### src/rtl/dll_tx_scheduler_if.sv
// ---------------------------------------------------------------------------
// dll_tx_scheduler_if
// Bundles the requester handshakes (ACK/NAK DLLP, FC DLLP, TLP stream), the
// DLCMSM state and the DLL->PIPE output lane of the DLL TX scheduler.
//   master : requester / lane-consumer side (drives valids, payloads, state)
//   slave  : scheduler side (drives readys, output beat, status pulses)
// Signals:
//   dlcm_state_i      2b  0=INACTIVE 1=INIT1 2=INIT2 3=ACTIVE
//   ack_valid_i/ack_dllp_i/ack_ready_o   ACK/NAK DLLP handshake, 64b payload
//   fc_valid_i/fc_dllp_i/fc_ready_o      FC DLLP handshake, 64b payload
//   tlp_valid_i/tlp_sop_i/tlp_eop_i/tlp_data_i/tlp_ready_o  TLP beat handshake
//   dll2pipe_data_o/dll2pipe_valid_o/dll2pipe_dllp_o        registered lane beat
//   tlp_abort_o       TLP cut off by link leaving ACTIVE (1-cycle pulse)
//   proto_err_o       stray non-sop TLP beat flushed (1-cycle pulse)
// ---------------------------------------------------------------------------
interface dll_tx_scheduler_if #(
   parameter int unsigned PIPE_DATA_WIDTH = 256
);
   localparam int unsigned DLLP_W = 64;

   logic [1:0]                 dlcm_state_i;
   logic                       ack_valid_i;
   logic [DLLP_W-1:0]          ack_dllp_i;
   logic                       ack_ready_o;
   logic                       fc_valid_i;
   logic [DLLP_W-1:0]          fc_dllp_i;
   logic                       fc_ready_o;
   logic                       tlp_valid_i;
   logic                       tlp_sop_i;
   logic                       tlp_eop_i;
   logic [PIPE_DATA_WIDTH-1:0] tlp_data_i;
   logic                       tlp_ready_o;
   logic [PIPE_DATA_WIDTH-1:0] dll2pipe_data_o;
   logic                       dll2pipe_valid_o;
   logic                       dll2pipe_dllp_o;
   logic                       tlp_abort_o;
   logic                       proto_err_o;

   modport master (
      output dlcm_state_i,
      output ack_valid_i, ack_dllp_i,
      input  ack_ready_o,
      output fc_valid_i, fc_dllp_i,
      input  fc_ready_o,
      output tlp_valid_i, tlp_sop_i, tlp_eop_i, tlp_data_i,
      input  tlp_ready_o,
      input  dll2pipe_data_o, dll2pipe_valid_o, dll2pipe_dllp_o,
      input  tlp_abort_o, proto_err_o
   );

   modport slave (
      input  dlcm_state_i,
      input  ack_valid_i, ack_dllp_i,
      output ack_ready_o,
      input  fc_valid_i, fc_dllp_i,
      output fc_ready_o,
      input  tlp_valid_i, tlp_sop_i, tlp_eop_i, tlp_data_i,
      output tlp_ready_o,
      output dll2pipe_data_o, dll2pipe_valid_o, dll2pipe_dllp_o,
      output tlp_abort_o, proto_err_o
   );
endinterface

### src/rtl/dll_tx_scheduler.sv
// ---------------------------------------------------------------------------
// dll_tx_scheduler
// Link-side TX scheduler of the DLL: arbitrates the single DLL->PIPE lane
// between ACK/NAK DLLPs, FC DLLPs and the TLP stream, gated by DLCMSM state.
// A TLP is never split by a DLLP; TLP starvation under DLLP pressure is
// bounded by MAX_DLLP_STREAK consecutive DLLP grants.
// Ports:
//   sclk  clock
//   srst  synchronous reset, active-high
//   bus   dll_tx_scheduler_if.slave (handshakes, DLCM state, output lane)
// Readys are combinational; the output lane and status pulses are registered.
// ---------------------------------------------------------------------------
module dll_tx_scheduler #(
   parameter int unsigned PIPE_DATA_WIDTH = 256,
   parameter int unsigned MAX_DLLP_STREAK = 4
) (
   input logic               sclk,
   input logic               srst,
   dll_tx_scheduler_if.slave bus
);
   localparam int unsigned STREAK_W = 4;
   localparam logic [STREAK_W-1:0] STREAK_SAT = '1;
   localparam logic [STREAK_W-1:0] STREAK_LIM = STREAK_W'(MAX_DLLP_STREAK);

   localparam logic [1:0] DLCM_INIT1  = 2'd1;
   localparam logic [1:0] DLCM_INIT2  = 2'd2;
   localparam logic [1:0] DLCM_ACTIVE = 2'd3;

   typedef enum logic {
      ST_IDLE,
      ST_TLP_BUSY
   } state_e;

   typedef enum logic [2:0] {
      G_NONE,
      G_ACK,
      G_FC,
      G_TLP,
      G_DROP
   } grant_e;

   state_e                     state_q, state_d;
   logic [STREAK_W-1:0]        streak_q, streak_d;
   grant_e                     grant_c;
   logic                       sop_wait_c;
   logic                       abort_c;

   logic [PIPE_DATA_WIDTH-1:0] data_q;
   logic                       valid_q;
   logic                       dllp_q;
   logic                       abort_q;
   logic                       perr_q;

   // Grant selection, next state and streak tracking
   always_comb begin
      state_d    = state_q;
      streak_d   = streak_q;
      grant_c    = G_NONE;
      abort_c    = 1'b0;
      sop_wait_c = bus.tlp_valid_i & bus.tlp_sop_i;

      case (state_q)
         ST_IDLE: begin
            case (bus.dlcm_state_i)
               DLCM_ACTIVE: begin
                  // Starved TLP start overrides both DLLP sources
                  if (sop_wait_c && (streak_q >= STREAK_LIM)) grant_c = G_TLP;
                  else if (bus.ack_valid_i)                   grant_c = G_ACK;
                  else if (bus.fc_valid_i)                    grant_c = G_FC;
                  else if (sop_wait_c)                        grant_c = G_TLP;
                  else if (bus.tlp_valid_i)                   grant_c = G_DROP;
               end
               DLCM_INIT1, DLCM_INIT2: begin
                  if (bus.fc_valid_i) grant_c = G_FC;
               end
               default: ;
            endcase
            if ((grant_c == G_TLP) && !bus.tlp_eop_i) state_d = ST_TLP_BUSY;
         end
         ST_TLP_BUSY: begin
            // Link dropped out of ACTIVE: abandon the TLP, no beat accepted
            if (bus.dlcm_state_i != DLCM_ACTIVE) begin
               state_d = ST_IDLE;
               abort_c = 1'b1;
            end else if (bus.tlp_valid_i) begin
               grant_c = G_TLP;
               if (bus.tlp_eop_i) state_d = ST_IDLE;
            end
         end
         default: state_d = ST_IDLE;
      endcase

      if (((grant_c == G_ACK) || (grant_c == G_FC)) && sop_wait_c) begin
         if (streak_q != STREAK_SAT) streak_d = streak_q + 4'd1;
      end else if (!sop_wait_c || (grant_c == G_TLP)) begin
         streak_d = '0;
      end
   end

   assign bus.ack_ready_o = (grant_c == G_ACK);
   assign bus.fc_ready_o  = (grant_c == G_FC);
   assign bus.tlp_ready_o = (grant_c == G_TLP) || (grant_c == G_DROP);

   // State, streak and registered output lane
   always_ff @(posedge sclk) begin
      if (srst) begin
         state_q  <= ST_IDLE;
         streak_q <= '0;
         data_q   <= '0;
         valid_q  <= 1'b0;
         dllp_q   <= 1'b0;
         abort_q  <= 1'b0;
         perr_q   <= 1'b0;
      end else begin
         state_q  <= state_d;
         streak_q <= streak_d;
         valid_q  <= (grant_c == G_ACK) || (grant_c == G_FC) || (grant_c == G_TLP);
         dllp_q   <= (grant_c == G_ACK) || (grant_c == G_FC);
         abort_q  <= abort_c;
         perr_q   <= (grant_c == G_DROP);
         case (grant_c)
            G_ACK:   data_q <= PIPE_DATA_WIDTH'(bus.ack_dllp_i);
            G_FC:    data_q <= PIPE_DATA_WIDTH'(bus.fc_dllp_i);
            G_TLP:   data_q <= bus.tlp_data_i;
            default: data_q <= '0;
         endcase
      end
   end

   assign bus.dll2pipe_data_o  = data_q;
   assign bus.dll2pipe_valid_o = valid_q;
   assign bus.dll2pipe_dllp_o  = dllp_q;
   assign bus.tlp_abort_o      = abort_q;
   assign bus.proto_err_o      = perr_q;

endmodule
### src/flat_wrapper.sv
// flat-port wrapper written by rule: the top's interface ports become plain ports
module dll_tx_scheduler_flat 
#(
   parameter int unsigned PIPE_DATA_WIDTH = 256,
   parameter int unsigned MAX_DLLP_STREAK = 4
)
  (sclk, srst, bus_dlcm_state_i, bus_ack_valid_i, bus_ack_dllp_i, bus_ack_ready_o, bus_fc_valid_i, bus_fc_dllp_i, bus_fc_ready_o, bus_tlp_valid_i, bus_tlp_sop_i, bus_tlp_eop_i, bus_tlp_data_i, bus_tlp_ready_o, bus_dll2pipe_data_o, bus_dll2pipe_valid_o, bus_dll2pipe_dllp_o, bus_tlp_abort_o, bus_proto_err_o);
  dll_tx_scheduler_if #(.PIPE_DATA_WIDTH(PIPE_DATA_WIDTH)) bus_i ();
  input logic sclk;
  input logic srst;
  input wire logic [$bits(bus_i.dlcm_state_i)-1:0] bus_dlcm_state_i;
  input wire logic [$bits(bus_i.ack_valid_i)-1:0] bus_ack_valid_i;
  input wire logic [$bits(bus_i.ack_dllp_i)-1:0] bus_ack_dllp_i;
  output wire logic [$bits(bus_i.ack_ready_o)-1:0] bus_ack_ready_o;
  input wire logic [$bits(bus_i.fc_valid_i)-1:0] bus_fc_valid_i;
  input wire logic [$bits(bus_i.fc_dllp_i)-1:0] bus_fc_dllp_i;
  output wire logic [$bits(bus_i.fc_ready_o)-1:0] bus_fc_ready_o;
  input wire logic [$bits(bus_i.tlp_valid_i)-1:0] bus_tlp_valid_i;
  input wire logic [$bits(bus_i.tlp_sop_i)-1:0] bus_tlp_sop_i;
  input wire logic [$bits(bus_i.tlp_eop_i)-1:0] bus_tlp_eop_i;
  input wire logic [$bits(bus_i.tlp_data_i)-1:0] bus_tlp_data_i;
  output wire logic [$bits(bus_i.tlp_ready_o)-1:0] bus_tlp_ready_o;
  output wire logic [$bits(bus_i.dll2pipe_data_o)-1:0] bus_dll2pipe_data_o;
  output wire logic [$bits(bus_i.dll2pipe_valid_o)-1:0] bus_dll2pipe_valid_o;
  output wire logic [$bits(bus_i.dll2pipe_dllp_o)-1:0] bus_dll2pipe_dllp_o;
  output wire logic [$bits(bus_i.tlp_abort_o)-1:0] bus_tlp_abort_o;
  output wire logic [$bits(bus_i.proto_err_o)-1:0] bus_proto_err_o;
  assign bus_i.dlcm_state_i = bus_dlcm_state_i;
  assign bus_i.ack_valid_i = bus_ack_valid_i;
  assign bus_i.ack_dllp_i = bus_ack_dllp_i;
  assign bus_ack_ready_o = bus_i.ack_ready_o;
  assign bus_i.fc_valid_i = bus_fc_valid_i;
  assign bus_i.fc_dllp_i = bus_fc_dllp_i;
  assign bus_fc_ready_o = bus_i.fc_ready_o;
  assign bus_i.tlp_valid_i = bus_tlp_valid_i;
  assign bus_i.tlp_sop_i = bus_tlp_sop_i;
  assign bus_i.tlp_eop_i = bus_tlp_eop_i;
  assign bus_i.tlp_data_i = bus_tlp_data_i;
  assign bus_tlp_ready_o = bus_i.tlp_ready_o;
  assign bus_dll2pipe_data_o = bus_i.dll2pipe_data_o;
  assign bus_dll2pipe_valid_o = bus_i.dll2pipe_valid_o;
  assign bus_dll2pipe_dllp_o = bus_i.dll2pipe_dllp_o;
  assign bus_tlp_abort_o = bus_i.tlp_abort_o;
  assign bus_proto_err_o = bus_i.proto_err_o;
  dll_tx_scheduler #(.PIPE_DATA_WIDTH(PIPE_DATA_WIDTH), .MAX_DLLP_STREAK(MAX_DLLP_STREAK)) u_core (.sclk(sclk), .srst(srst), .bus(bus_i));
endmodule
### config.mk
export PLATFORM = sky130hd
export DESIGN_NAME = dll_tx_scheduler_flat
export DESIGN_NICKNAME = d
export VERILOG_FILES = /design/src/rtl/dll_tx_scheduler_if.sv /design/src/rtl/dll_tx_scheduler.sv /design/src/flat_wrapper.sv
export SDC_FILE = /design/constraint.sdc
export NUM_CORES = 1
export LEC_CHECK = 0
export CORE_AREA = 2 2 259 261
export DETAILED_ROUTE_END_ITERATION = 12
export DIE_AREA = 0 0 261 263
export PLACE_DENSITY = 0.41
export SLEW_MARGIN = 40
export SYNTH_ARGS = -nofsm -noshare
export SYNTH_HDL_FRONTEND = slang
export SYNTH_SLANG_ARGS = --single-unit
### constraint.sdc
create_clock -name sclk -period 3.8 [get_ports sclk]
set_input_delay 0.38 -clock sclk [delete_from_list [all_inputs] [get_ports sclk]]
set_output_delay 0.38 -clock sclk [all_outputs]
set_load 0.01 [all_outputs]
==> key figures, run 1 <==
Setup path
  – CP max stage delay: 0.61 ns
  – Worst EP required: 3.42 ns
  – Critical path startpoint category: input pin
  – Crit path max fanout: 8
  – Endpoint type of the worst setup path: output port
  – Worst R2R Setup Slack: 1.39 ns
  – Crit path cell chain: clkdlybuf4s50_1 -> ha_1 -> o2111ai_4 -> a311oi_4 -> nor2_2 -> o22ai_1 -> clkdlybuf4s50_1
  – CP max stage cell: clkdlybuf4s50_1
  – Most frequent CP cell: clkdlybuf4s50_1
  – CP arrival: between 2 and 3 ns
  – Worst r2r path cells: 7
  – R2R Path End: u_core.bus.dll2pipe_data_o[6]
  – Worst r2r src: u_core.streak_q[3]
  – Critical path class: input pin to output port
  – CP startpoint: bus_dlcm_state_i[0]
  – CP bufs+invs: 2
  – Top delay family on crit path: buffers and inverters

Global routing
  – Antenna violations before repair: 5
  – Largest net degree at the start of global routing: 102
  – Vias in the first global route: 8,716
  – Total GRT Usage: 11.10%
  – Gr ovfl total: 0
  – First-pass GRT wire length: 56.76 mm

Placement
  – Number of port buffers: 655
  – RePlAce Congestion: around 0.76
  – HPWL after DPL: 30.46 mm

Synthesis
  – Syn Nets: approximately 1,200
  – Top-count cell post-synth: dfxtp_1
  – Unique masters post-synth: 45
  – Register area share after synthesis: roughly three fifths
  – Synthesis warning total: 0
  – Yosys reg bits: 265
  – Mean Syn Cell Area: between 10 and 15 um2
  – Asr flop ratio synth: 0%
  – Post-synth EDFFs: 0
  – Commonest cells post-synth: 265 x dfxtp_1, 128 x and3_1, 65 x and2_1
  – Area of the mapped netlist: 8572 um2
  – Biggest area consumer among synthesized cells: dfxtp_1
  – Top post-synthesis cells by area: dfxtp_1 62%, and3_1 9.3%, and2_1 4.7%
  – Post-Synthesis Cells: 790
  – Top_reg_cell synth: dfxtp_1
  – Area fraction of the dominant cell type after synthesis: 61.89%

STA
  – Worst slew pin tran: 0.5618 ns
  – Fmax: 300.6 MHz
  – Post-route setup TNS: 0 ns
  – RSZ-0062 raised after global routing: false
  – Post-route clock period utilization: 87.54%
  – Fin Clk Skew: 0.01337 ns
  – Final Hold Fails: 0
  – Final setup vio count: 0
  – Max-slew violation count: 0
  – Slew Limit Headroom: 62.48%
  – Tmin final: 3.327 ns

Clock network
  – Setup bufs post-CTS: 0
  – Htree depth: 2
  – Root Driver: clkbuf_16
  – CTS Buf Count: 35
  – Post-CTS sizing: 0
  – Clk slew on worst S/H paths: 0.06 ns
  – CTS tree: built
  – Max Buffers Root-to-Sink: 3
  – Clk sinks: 265
  – Worst skew pair latency: 0.53 ns
  – # hold bufs at CTS: 0

Detailed routing
  – DR vias: 8,505
  – Routed vias/inst: 3.668
  – Initial drt markers: around 460
  – ANT nets after route: 0
  – Drt pass-1 iters: 6
  – DRC errors left: 0
  – Mean routed wirelength per cell: 17.39 um
  – Final wirelength: 40.33 mm

Power and ir drop
  – Combinational power share: a little over a tenth
  – Worst vdd ir: around 280 uV
  – Internal power: 5.241 mW
  – Power Total: 6.786 mW
  – Clock power share: 47.8%
  – Sw Pwr: 1.545 mW
  – Switch share: 22.77%
  – Power per cell area: just under 400 nW/um2
  – Flop pwr share: 41.6%
  – Leakage: roughly 6.7 nW

Final layout
  – Reg area: 5305 um2
  – Area delta synth->final: 100.1%
  – Layout Nets: between 1,500 and 2,000
  – Layout cells sized above 1: 6.117%
  – Multi-input gate area: 2878 um2
  – Fillers: 6,962
  – Antenna cells: 0

Hold path
  – Worst Hold End: u_core.bus.dll2pipe_data_o[240]
  – Cell depth of the worst hold path: 2
  – Hold Startpoint: bus_tlp_data_i[240]
  – Worst hold path type: input pin to register

Floorplanning
  – Num rows: 94
  – Core box area: around 66,000 um2
  – Die Footprint: slightly below 70,000 um2
  – Die X: 261 um
  – Starting density of the core: 13.06%
  – Num ports: 656
  – Die Y: ~260 um

Flow run
  – Max Cap Viol: 0

Status
  – Outcome: finished clean
-- routing by layer --
| layer | GRT usage [%] | vias up | wire length (um) |
|---|---|---|---|
| met4 | 3.778 | 10 | 1050 |
| met5 | 0 | - | 63 |
| met1 | 11.46 | 3938 | 14510 |
| li1 | - | 4032 | - |
| met3 | 4.391 | 75 | 4219 |
| met2 | 20.18 | 450 | 20480 |
-- sequential cells by signal (all words and copies together) (netlist names) --
| signal | flops |
|---|---|
| u_core.bus.dll2pipe_data_o | 256 |
| u_core.bus.dll2pipe_dllp_o | 1 |
| u_core.bus.dll2pipe_valid_o | 1 |
| u_core.bus.proto_err_o | 1 |
| u_core.bus.tlp_abort_o | 1 |
| u_core.state_q | 1 |
| u_core.streak_q | 4 |
-- worst reg2reg max path, delay by kind of cell (launching register included) --
kind	cells	cell delay, ns
DFF	1	0.41
buffers and inverters	2	0.66
and+or+nand+nor	3	0.81
AOI/OAI and AO/OA	2	0.45
-- power by group through the flow --
stage | Clock (mW) | Combinational (mW) | Sequential (mW)
2_1_floorplan | 0 | 0.171 | 2.90
3_3_place_gp | 0 | 0.725 | 2.88
3_5_place_dp | 0 | 0.726 | 2.88
4_1_cts | 3.42 | 0.731 | 2.82
5_1_grt | 3.51 | 0.773 | 2.82
6_report | 3.24 | 0.722 | 2.82
-- cells in the final DEF, fill, tap and decap left out, types with 2 or more instances in the layout --
master	netlist	routed
clkinv_2	0	7
nor3b_1	2	2
buf_4	9	11
nor2_1	43	43
or2_2	2	2
inv_1	4	3
a222oi_1	38	38
nor4_1	2	2
a21o_1	26	26
nand3_1	30	30
a21oi_1	28	28
buf_12	0	5
clkbuf_8	0	7
a311oi_4	2	2
o31ai_4	1	2
dfxtp_1	265	265
and3_1	128	128
clkinvlp_4	0	2
nand2_1	54	54
a211o_1	2	2
and2_1	65	65
clkbuf_1	29	8
inv_2	2	2
nor3_1	3	3
clkbuf_16	0	36
ha_1	3	3
clkdlybuf4s50_1	0	655
-- worst max path at each step --
stage                      end  slack (ns)  depth (start not counted)
4_1_cts         bus_fc_ready_o        0.45                          6
5_1_grt        bus_tlp_ready_o        0.31                          7
2_1_floorplan  bus_tlp_ready_o        1.48                          6
6_report       bus_tlp_ready_o        0.47                          7
3_5_place_dp    bus_fc_ready_o        0.47                          6
3_3_place_gp    bus_fc_ready_o        0.48                          6
-- through the flow --
step                      util [%]  cells  cell area, um2  hold slack [ns]  setup slack, ns
after floorplan                  -    790            8572           0.4777            1.483
after global placement       24.42   2257           16030           0.5051           0.4824
after detailed placement     24.42   2257           16030           0.5069           0.4731
after CTS                    26.14   2319           17150           0.3440           0.4526
after global routing         26.14   2319           17150           0.3565           0.3067
final                        26.14   2319           17150           0.4018           0.4733
-- layout make-up --
cell class	instances	area share [%]
clock inverters	11	0.5835
well taps	864	6.302
clock buffers	51	5.988
multi-input cells	451	16.78
inverters	6	0.1386
repair buffers	671	39.29
flip-flops and latches	265	30.93
-- cell families (layout without fill, tap and decap cells) --
family / count (synthesis) / count (layout) / synth area share (%)
mux: 2 / 2 / 0.2481
compound gates: 106 / 106 / 10.58
fa+ha+maj: 4 / 4 / 0.5547
simple gates: 339 / 339 / 21.85
buf+inv: 74 / 739 / 4.875
flops: 265 / 265 / 61.89
Power figures use the tool's default switching activity.
==> run 2, diff against run 1 <==
--- a/config.mk
+++ b/config.mk
@@ -9,7 +9,6 @@
 export DETAILED_ROUTE_END_ITERATION = 12
 export DIE_AREA = 0 0 261 263
 export PLACE_DENSITY = 0.41
-export SLEW_MARGIN = 40
 export SYNTH_ARGS = -nofsm -noshare
 export SYNTH_HDL_FRONTEND = slang
 export SYNTH_SLANG_ARGS = --single-unit
==> results of run 2 <==
Final layout, timing and power as in run 1 (identical DEF).
==> run 3, diff against run 2 <==
--- a/config.mk
+++ b/config.mk
@@ -8,6 +8,7 @@
 export CORE_AREA = 2 2 259 261
 export DETAILED_ROUTE_END_ITERATION = 12
 export DIE_AREA = 0 0 261 263
+export MAX_ROUTING_LAYER = met4
 export PLACE_DENSITY = 0.41
 export SYNTH_ARGS = -nofsm -noshare
 export SYNTH_HDL_FRONTEND = slang
==> run 3 against run 2 <==
  * Design area barely moved
  * Combinational power barely moved
  * Cell count increased by 0.22%
  * Die area stayed put
  * Highest routed layer is now met4
  * Utilization hardly changed
  * Clock power about the same
  * Worst setup slack worse by 0.020 ns
  * Critical path depth fell by 1
  * Via count shrank 0.20%
  * Flip-flop and latch count unchanged
==> key figures, run 3 (synthesis gave the netlist of run 1 again) <==
Status
  – Outcome: finished clean (unchanged)

Detailed routing
  – Routed vias/inst: 3.652 (was 3.668)
  – Initial drt markers: 478 (was 455)
  – DRC errors left: 0 (unchanged)
  – Drt pass-1 iters: 6 (unchanged)
  – Mean routed wirelength per cell: 17.35 um (was 17.39 um)
  – Final wirelength: 40.32 mm (was 40.33 mm)
  – DR vias: 8,488 (was 8,505)
  – ANT nets after route: 0 (unchanged)

STA
  – Final setup vio count: 0 (unchanged)
  – RSZ-0062 raised after global routing: false (unchanged)
  – Worst slew pin tran: 0.5272 ns (was 0.5618 ns)
  – Post-route clock period utilization: 88.07% (was 87.54%)
  – Max-slew violation count: 0 (unchanged)
  – Post-route setup TNS: 0 ns (unchanged)
  – Final Hold Fails: 0 (unchanged)
  – Tmin final: 3.347 ns (was 3.327 ns)
  – Fin Clk Skew: 0.01457 ns (was 0.01337 ns)
  – Fmax: 298.8 MHz (was 300.6 MHz)
  – Slew Limit Headroom: 64.79% (was 62.48%)

Clock network
  – Setup bufs post-CTS: 0 (unchanged)
  – Clk sinks: 265 (unchanged)
  – Root Driver: clkbuf_16 (unchanged)
  – # hold bufs at CTS: 0 (unchanged)
  – Htree depth: 2 (unchanged)
  – Post-CTS sizing: 0 (unchanged)
  – CTS tree: built (unchanged)
  – Clk slew on worst S/H paths: 0.05 ns (was 0.06 ns)
  – CTS Buf Count: 35 (unchanged)
  – Worst skew pair latency: 0.53 ns (about the same)
  – Max Buffers Root-to-Sink: 3 (unchanged)

Global routing
  – Vias in the first global route: 8,753 (was 8,716)
  – Total GRT Usage: 11.43% (was 11.10%)
  – First-pass GRT wire length: 56.57 mm (was 56.76 mm)
  – Antenna violations before repair: 5 (unchanged)
  – Largest net degree at the start of global routing: 102 (unchanged)
  – Gr ovfl total: 0 (unchanged)

Floorplanning
  – Die X: 261 um (unchanged)
  – Num rows: 94 (unchanged)
  – Core box area: 65,630 um2 (unchanged)
  – Die Y: 263 um (unchanged)
  – Num ports: 656 (unchanged)
  – Starting density of the core: 13.06% (unchanged)
  – Die Footprint: 68,640 um2 (unchanged)

Setup path
  – Endpoint type of the worst setup path: output port (unchanged)
  – Worst EP required: 3.42 ns (about the same)
  – Worst R2R Setup Slack: 1.40 ns (was 1.39 ns)
  – Critical path startpoint category: input pin (unchanged)
  – Worst r2r src: u_core.streak_q[3] (unchanged)
  – Crit path max fanout: 8 (unchanged)
  – Critical path class: input pin to output port (unchanged)
  – R2R Path End: u_core.bus.dll2pipe_data_o[6] (unchanged)
  – Worst r2r path cells: 7 (unchanged)
  – CP arrival: 2.97 ns (was 2.95 ns)

Hold path
  – Hold Startpoint: bus_ack_dllp_i[61] (was bus_tlp_data_i[240])
  – Worst hold path type: input pin to register (unchanged)
  – Worst Hold End: u_core.bus.dll2pipe_data_o[61] (was u_core.bus.dll2pipe_data_o[240])
  – Cell depth of the worst hold path: 3 (was 2)

Final layout
  – Most frequent cells in the layout: 655 x clkdlybuf4s50_1, 265 x dfxtp_1, 128 x and3_1 (unchanged)
  – Max reg flops: 256 (unchanged)
  – Fin util: 26.16% (was 26.14%)
  – Most common cell after layout, fill and taps aside: clkdlybuf4s50_1 (unchanged)
  – Layout Nets: 1,826 (unchanged)
  – Layout cells sized above 1: 6.117% (unchanged)
  – Reg area: 5305 um2 (unchanged)
  – Multi-input gate area: 2878 um2 (unchanged)
  – Area delta synth->final: 100.3% (was 100.1%)
  – Fillers: 6,959 (was 6,962)

Power and ir drop
  – Worst vdd ir: 275.4 uV (was 277.2 uV)
  – Leakage: 6.681 nW (about the same)
  – Power per cell area: 395.5 nW/um2 (was 395.6 nW/um2)
  – Power Total: 6.790 mW (was 6.786 mW)

Flow run
  – Max Cap Viol: 0 (unchanged)

Placement
  – RePlAce Congestion: 0.7671 (was 0.7573)
  – HPWL after DPL: 30.46 mm (unchanged)
  – Number of port buffers: 655 (unchanged)
-- run 3: cell count changes in the layout (fill, tap and decap cells not counted), sizes merged --
cell,previous run,this run
diode,0,5
-- run 3: area by class of cell --
class	instances	area share, %
flip-flops and latches	265	30.90
well taps	864	6.297
inverters	6	0.1385
clock buffers	51	5.984
clock inverters	11	0.5831
multi-input cells	451	16.76
repair buffers	671	39.26
diodes	5	0.07289
-- run 3: per-stage QoR --
stage	instances	hold WS (ns)	setup WS, ns	area (um2)
4_1_cts	2319	0.3440	0.4526	17150
3_5_place_dp	2257	0.5069	0.4731	16030
3_3_place_gp	2257	0.5051	0.4824	16030
2_1_floorplan	790	0.4777	1.483	8572
5_1_grt	2324	0.3565	0.3060	17170
6_report	2324	0.4010	0.4532	17170
-- run 3: routing by layer --
layer	vias up	global-route usage (%)	wire length (um)
met1	3942	11.59	14710
met3	65	4.313	4164
met2	437	20.09	20400
met4	0	3.778	1041
met5	-	-	0
li1	4044	-	-
-- run 3: power breakdown --
group | total, mW | switching, mW | internal (mW)
sequential | 2.82 | 0.00962 | 2.81
combinational | 0.722 | 0.240 | 0.482
clock | 3.25 | 1.30 | 1.95
total | 6.79 | 1.55 | 5.24
-- run 3: worst max path at each step --
| stage | to | depth (start not counted) | startpoint |
|---|---|---|---|
| 3_3_place_gp | bus_fc_ready_o | 6 | bus_dlcm_state_i[1] |
| 4_1_cts | bus_fc_ready_o | 6 | bus_dlcm_state_i[1] |
| 3_5_place_dp | bus_fc_ready_o | 6 | bus_dlcm_state_i[1] |
| 2_1_floorplan | bus_tlp_ready_o | 6 | bus_dlcm_state_i[0] |
| 6_report | bus_fc_ready_o | 6 | bus_dlcm_state_i[0] |
| 5_1_grt | bus_tlp_ready_o | 7 | bus_dlcm_state_i[1] |
-- run 3: critical path: stages --
cell and delay (ns):
clkdlybuf4s50_1 0.53, ha_1 0.44, o2111ai_4 0.23, a311oi_4 0.55
and2_4 0.24, clkdlybuf4s50_1 0.59
